===== config.mk =====
export PLATFORM = sky130hd
export DESIGN_NAME = arbitro_memoria_ventanas
export DESIGN_NICKNAME = d
export VERILOG_FILES = /design/src/rtl/filtros_pkg.sv /design/src/rtl/selector_round_robin.sv /design/src/rtl/arbitro_memoria_ventanas.sv
export SDC_FILE = /design/constraint.sdc
export NUM_CORES = 1
export LEC_CHECK = 0
export CAP_MARGIN = 20
export CORE_ASPECT_RATIO = 1.5
export CORE_UTILIZATION = 28
export CTS_BUF_LIST = sky130_fd_sc_hd__clkbuf_8
export DETAILED_ROUTE_END_ITERATION = 10
export PLACE_DENSITY = 0.84
export SYNTH_ARGS = -nofsm -noshare
export SYNTH_HDL_FRONTEND = slang
export SYNTH_SLANG_ARGS = --single-unit

===== constraint.sdc =====
create_clock -name clk -period 2.51 [get_ports clk]
set_input_delay 0.3765 -clock clk [delete_from_list [all_inputs] [get_ports clk]]
set_output_delay 0.3765 -clock clk [all_outputs]
set_load 0.005 [all_outputs]

===== src/rtl/filtros_pkg.sv =====
// filtros_pkg: definitions shared by the window memory arbiter.
//   estado_e        arbiter FSM state encoding (E_LIBRE=0, E_CAMBIO=1, E_ACCESO=2)
//   *_DEF           default values for the arbiter parameters
package filtros_pkg;

  typedef enum logic [1:0] {
    E_LIBRE  = 2'd0,
    E_CAMBIO = 2'd1,
    E_ACCESO = 2'd2
  } estado_e;

  localparam int unsigned N_VENTANAS_DEF = 4;
  localparam int unsigned ANCHO_DIR_DEF  = 16;
  localparam int unsigned MAX_RAFAGA_DEF = 8;

endpackage


===== src/rtl/selector_round_robin.sv =====
// selector_round_robin: picks the first requesting window, starting the search at
// 'pointer' and wrapping from N_VENTANAS-1 back to 0. With pointer tied to zero it
// behaves as a fixed-priority (lowest index wins) selector.
//   solicitud  in   per-window request vector
//   pointer    in   index where the search starts
//   valido     out  at least one window is requesting
//   indice     out  index of the selected window (0 when valido is low)
module selector_round_robin import filtros_pkg::*; #(
  parameter int unsigned N_VENTANAS = N_VENTANAS_DEF,
  parameter int unsigned ANCHO_POS  = $clog2(N_VENTANAS)
) (
  input  logic [N_VENTANAS-1:0] solicitud,
  input  logic [ANCHO_POS-1:0]  pointer,
  output logic                  valido,
  output logic [ANCHO_POS-1:0]  indice
);

  logic [ANCHO_POS-1:0] candidato;
  logic                 encontrado;

  always_comb begin
    indice     = '0;
    encontrado = 1'b0;
    candidato  = pointer;
    for (int unsigned k = 0; k < N_VENTANAS; k++) begin
      if (!encontrado && solicitud[candidato]) begin
        encontrado = 1'b1;
        indice     = candidato;
      end
      candidato = (candidato == ANCHO_POS'(N_VENTANAS - 1)) ? '0 : candidato + 1'b1;
    end
  end

  assign valido = |solicitud;

endmodule


===== src/rtl/arbitro_memoria_ventanas.sv =====
// arbitro_memoria_ventanas: arbitrates one memory bus among N_VENTANAS filter windows.
// Three Moore states: E_LIBRE (idle), E_CAMBIO (one-cycle bus reselection), E_ACCESO
// (grant, bounded to MAX_RAFAGA cycles per access).
//   clk               in   clock, rising edge
//   reset             in   asynchronous, active-low reset
//   solicitud         in   per-window level request
//   dir_ventana       in   packed window addresses, window i at [i*ANCHO_DIR +: ANCHO_DIR]
//   concesion         out  one-hot grant, zero when nobody owns the bus
//   posicion          out  index of the window selected for the bus
//   habilitar_cambio  out  pulse while the bus selection is updating (E_CAMBIO)
//   dir_memoria       out  address of the selected window
//   ocupado           out  arbiter not idle
// Build option: define ARBITRO_ROUND_ROBIN_EN for rotating-pointer selection;
// otherwise the lowest requesting index wins.
module arbitro_memoria_ventanas import filtros_pkg::*; #(
  parameter  int unsigned N_VENTANAS = N_VENTANAS_DEF,
  parameter  int unsigned ANCHO_DIR  = ANCHO_DIR_DEF,
  parameter  int unsigned MAX_RAFAGA = MAX_RAFAGA_DEF,
  localparam int unsigned ANCHO_POS  = $clog2(N_VENTANAS),
  localparam int unsigned ANCHO_CNT  = $clog2(MAX_RAFAGA + 1)
) (
  input  logic                          clk,
  input  logic                          reset,
  input  logic [N_VENTANAS-1:0]         solicitud,
  input  logic [N_VENTANAS*ANCHO_DIR-1:0] dir_ventana,
  output logic [N_VENTANAS-1:0]         concesion,
  output logic [ANCHO_POS-1:0]          posicion,
  output logic                          habilitar_cambio,
  output logic [ANCHO_DIR-1:0]          dir_memoria,
  output logic                          ocupado
);

  estado_e              estado_q, estado_d;
  logic [ANCHO_POS-1:0] posicion_q, posicion_d;
  logic [ANCHO_CNT-1:0] contador_q, contador_d;
  logic [ANCHO_POS-1:0] puntero_sel;
  logic                 sel_valido;
  logic [ANCHO_POS-1:0] sel_indice;

`ifdef ARBITRO_ROUND_ROBIN_EN
  logic [ANCHO_POS-1:0] puntero_q, puntero_d;
  assign puntero_sel = puntero_q;
`else
  assign puntero_sel = '0;
`endif

  selector_round_robin #(
    .N_VENTANAS (N_VENTANAS),
    .ANCHO_POS  (ANCHO_POS)
  ) u_selector (
    .solicitud (solicitud),
    .pointer   (puntero_sel),
    .valido    (sel_valido),
    .indice    (sel_indice)
  );

  always_comb begin
    estado_d         = estado_q;
    posicion_d       = posicion_q;
    contador_d       = contador_q;
`ifdef ARBITRO_ROUND_ROBIN_EN
    puntero_d        = puntero_q;
`endif
    concesion        = '0;
    habilitar_cambio = 1'b0;
    unique case (estado_q)
      E_LIBRE: begin
        if (sel_valido) begin
          posicion_d = sel_indice;
          estado_d   = E_CAMBIO;
        end
      end
      E_CAMBIO: begin
        habilitar_cambio = 1'b1;
        if (solicitud[posicion_q]) begin
          estado_d   = E_ACCESO;
          contador_d = '0;
`ifdef ARBITRO_ROUND_ROBIN_EN
          puntero_d  = (posicion_q == ANCHO_POS'(N_VENTANAS - 1)) ? '0 : posicion_q + 1'b1;
`endif
        end else begin
          // Request withdrawn before the grant: give the bus up without granting.
          estado_d = E_LIBRE;
        end
      end
      E_ACCESO: begin
        concesion[posicion_q] = 1'b1;
        if (!solicitud[posicion_q] || contador_q == ANCHO_CNT'(MAX_RAFAGA - 1)) begin
          // A departing window that dropped its request is already 0 in solicitud,
          // so the selector naturally skips it.
          if (sel_valido) begin
            posicion_d = sel_indice;
            estado_d   = E_CAMBIO;
          end else begin
            estado_d = E_LIBRE;
          end
        end else begin
          contador_d = contador_q + 1'b1;
        end
      end
      default: estado_d = E_LIBRE;
    endcase
  end

  always_ff @(posedge clk or negedge reset) begin
    if (!reset) begin
      estado_q   <= E_LIBRE;
      posicion_q <= '0;
      contador_q <= '0;
`ifdef ARBITRO_ROUND_ROBIN_EN
      puntero_q  <= '0;
`endif
    end else begin
      estado_q   <= estado_d;
      posicion_q <= posicion_d;
      contador_q <= contador_d;
`ifdef ARBITRO_ROUND_ROBIN_EN
      puntero_q  <= puntero_d;
`endif
    end
  end

  always_comb begin
    dir_memoria = '0;
    for (int unsigned i = 0; i < N_VENTANAS; i++) begin
      if (posicion_q == ANCHO_POS'(i)) begin
        dir_memoria = dir_ventana[i*ANCHO_DIR +: ANCHO_DIR];
      end
    end
  end

  assign posicion = posicion_q;
  assign ocupado  = (estado_q != E_LIBRE);

endmodule


==> run metrics <==
outcome finished, final reports clean; cells on worst reg2reg path 4; Min-Delay Path Class input port to async pin; final-report setup violation count 0; global-route wire length before repair 5133 um; Synth Area in XOR/XNOR 0; core area approximately 2800 sq um; Skew-Pair Late Insertion Delay about 0.23 ns; Max clock buf depth 2; DRT Pass-1 Iters 4; Vias 1025; post-synthesis cell type count 27; # rows 23; mux cell area share after synthesis 0.4835; Setup TNS Final 0 ns; synth top area cells mux4_2 (46%), dfrtp_1 (24%), o21ai_0 (2.4%); simple-gate share of the synthesized area 0.1302; H-tree lvl count 1; largest family of logic cells by synthesized area multiplexers; Via density 5.230; critical path endpoint category output pin; clock sinks 8; Chip Height between 60 and 70 um; largest net degree at the start of global routing 22; DP HPWL a little over 3000 um; FF+latch area between 200 and 250 sq um; Slew Viols, Final 0; Starting Density 0.3025; Worst-path clk slew 0.04 ns; IO Pins 94; Seq/Total Area, Yosys 0.2395; Die ar. about 3200 sq um; compound-cell area share of the yosys netlist 0.09431; post-route antenna net violation count 0; Die W 46.61 um; nets@finish about 230; Main synth FF type dfrtp_1; Multi-input gate area 604.3 sq um; area delta synth->final 122.5%; wire per inst approximately 19 um; post-synth top area share 0.4581; Worst Setup SP posicion[0]$_DFFE_PN0P_; Synth Area in Adders 0.01497; number of synthesized flops with an enable pin 0; grt total ovfl 0; diodes inserted 0; FFs w/ async S/R, synth 1.000; Cells after DPL around 190; CP Class flop to output pin; DRC viols 0; CP required roughly 2.1 ns; RR Startpoint posicion[1]$_DFFE_PN0P_; Slew headroom 0.6676; Avg Cell Area, Syn 12.66 sq um; Synth area leader mux4_2; layout cells sized above 1 0.1572; number of global-route vias before repair approximately 1100; Final Hold Vio Count 0; RSZ-0062 raised after global routing no; PwrDens roughly 780 nW/um^2; fillers between 200 and 250; post-route insts no fill slightly below 200; Tmin final 2.292 ns; input/output buffers between 90 and 100; Max-Cap Viols 0; Routed WL about 3600 um; initial drt markers 23; clock root buffer master clkbuf_8; Max Clock Freq roughly 0.44 GHz; utilization after layout 0.6730; Layout Skew 0.002914 ns; Worst Path Arrival between 1.5 and 2 ns; Synth Warn # 0; Slew @ Worst Pin 0.4940 ns; GRT Overall Usage 0.2359; Mapped Nets about 140; placer's final routability congestion estimate 0.8735; Mapped Area approximately 840 sq um; initial antenna violation count 0; maximum vdd drop around 0.53 mV; post-synthesis register bit count 8; CTS tree built; CTS buffer count 3; Post-Synthesis Cells 66; Tcrit/Tclk final 0.9130; crit path launch type flop; Total Power 1.450 mW; leakage between 0.6 and 0.7 nW; Worst Path Max Fanout 21
[Yosys cell counts, drive strengths merged (2+ instances only)]
cell type and number:
a21oi 3, a22o 2, and3 2, buf 2, clkbuf 2, dfrtp 8, inv 4, mux4 17
nand2 2, nand3 2, nor2 2, nor2b 2, nor3 3, o21ai 4
[layout by cell type, fill, tap and decap left out]
master / netlist / layout
buf_12: 0 / 1
nand2b_1: 1 / 1
nor4_1: 1 / 1
o21ai_0: 4 / 4
nand3b_1: 1 / 1
mux2i_1: 1 / 1
nor3_4: 1 / 1
dfrtp_1: 8 / 7
clkdlybuf4s50_1: 0 / 93
nand3_1: 2 / 2
clkbuf_8: 0 / 3
a22o_1: 2 / 2
ha_1: 1 / 1
o32ai_1: 1 / 1
a21oi_1: 3 / 3
dfrtp_2: 0 / 1
and3_1: 2 / 2
o21a_1: 1 / 1
nor2b_1: 2 / 2
nor3_1: 2 / 2
nand2_1: 2 / 2
nand4_1: 1 / 1
or2_2: 1 / 1
mux4_2: 17 / 17
nor2_1: 2 / 2
inv_1: 4 / 4
mux2_1: 1 / 1
o211a_2: 1 / 1
[registers in the layout, summed over array words and instances (netlist names)]
| name | count |
|---|---|
| contador_q | 4 |
| estado_q | 2 |
| posicion | 2 |
[power by group]
group          switching (mW)  leakage [nW]  internal, mW
Combinational           0.312         0.568         0.694
Sequential              0.111         0.103         0.175
Clock                  0.0541        0.0216         0.104
Total                   0.477         0.693         0.973
[metal layers]
layer / global-route usage / vias up / routed length (um)
met1: 0.2264 / 475 / 1205
li1: - / 464 / -
met3: 0.07292 / 10 / 489
met4: 0.1250 / 0 / 101
met5: 0 / - / 0
met2: 0.4288 / 76 / 1845
[worst max-delay path, cell delays in order (launching register included)]
cell	delay, ns
dfrtp_1	0.44
buf_12	0.22
mux4_2	0.53
clkdlybuf4s50_1	0.48
[stage by stage]
stage | cell area [sq um] | worst slack [ns] | hold slack, ns
2_1_floorplan | 835.8 | 0.7064 | 0.08091
3_3_place_gp | 1817 | 0.3099 | 0.5252
3_5_place_dp | 1817 | 0.2607 | 0.5374
4_1_cts | 1858 | 0.07376 | 0.4238
5_1_grt | 1859 | 0.1273 | 0.4504
6_report | 1859 | 0.2185 | 0.4217
[worst paths after layout]
check	slack [ns]	end
worst max-delay path	0.22	dir_memoria[9]
worst min-delay path	0.42	contador_q[1]$_DFFE_PN0P_
worst max register to register	0.58	posicion[0]$_DFFE_PN0P_
worst min register to register	0.54	contador_q[0]$_DFFE_PN0P_
max in group asynchronous	1.80	posicion[1]$_DFFE_PN0P_
min in group clk	0.54	contador_q[0]$_DFFE_PN0P_
[logic make-up after synthesis]
logic type                 Yosys count
muxes                               19
and+or+nand+nor                     18
AOI/OAI and AO/OA                   12
buffers and inverters                8
DFF                                  8
adders and majority gates            1
[layout make-up]
cell class / count / area share
tap: 37 / 0.02490
clock buffer: 3 / 0.02221
multi-input combinational: 50 / 0.3250
sequential: 8 / 0.1083
timing repair buffer: 94 / 0.5114
inverter: 4 / 0.008075
[repair_timing]
item                                    CTS  global route
resized for setup                         0             1
hold buffers                              0             0
endpoints found under the setup margin    0             1
setup buffers                             0             0
hold endpoints to repair                  0             0
Power figures use the tool's default switching activity.
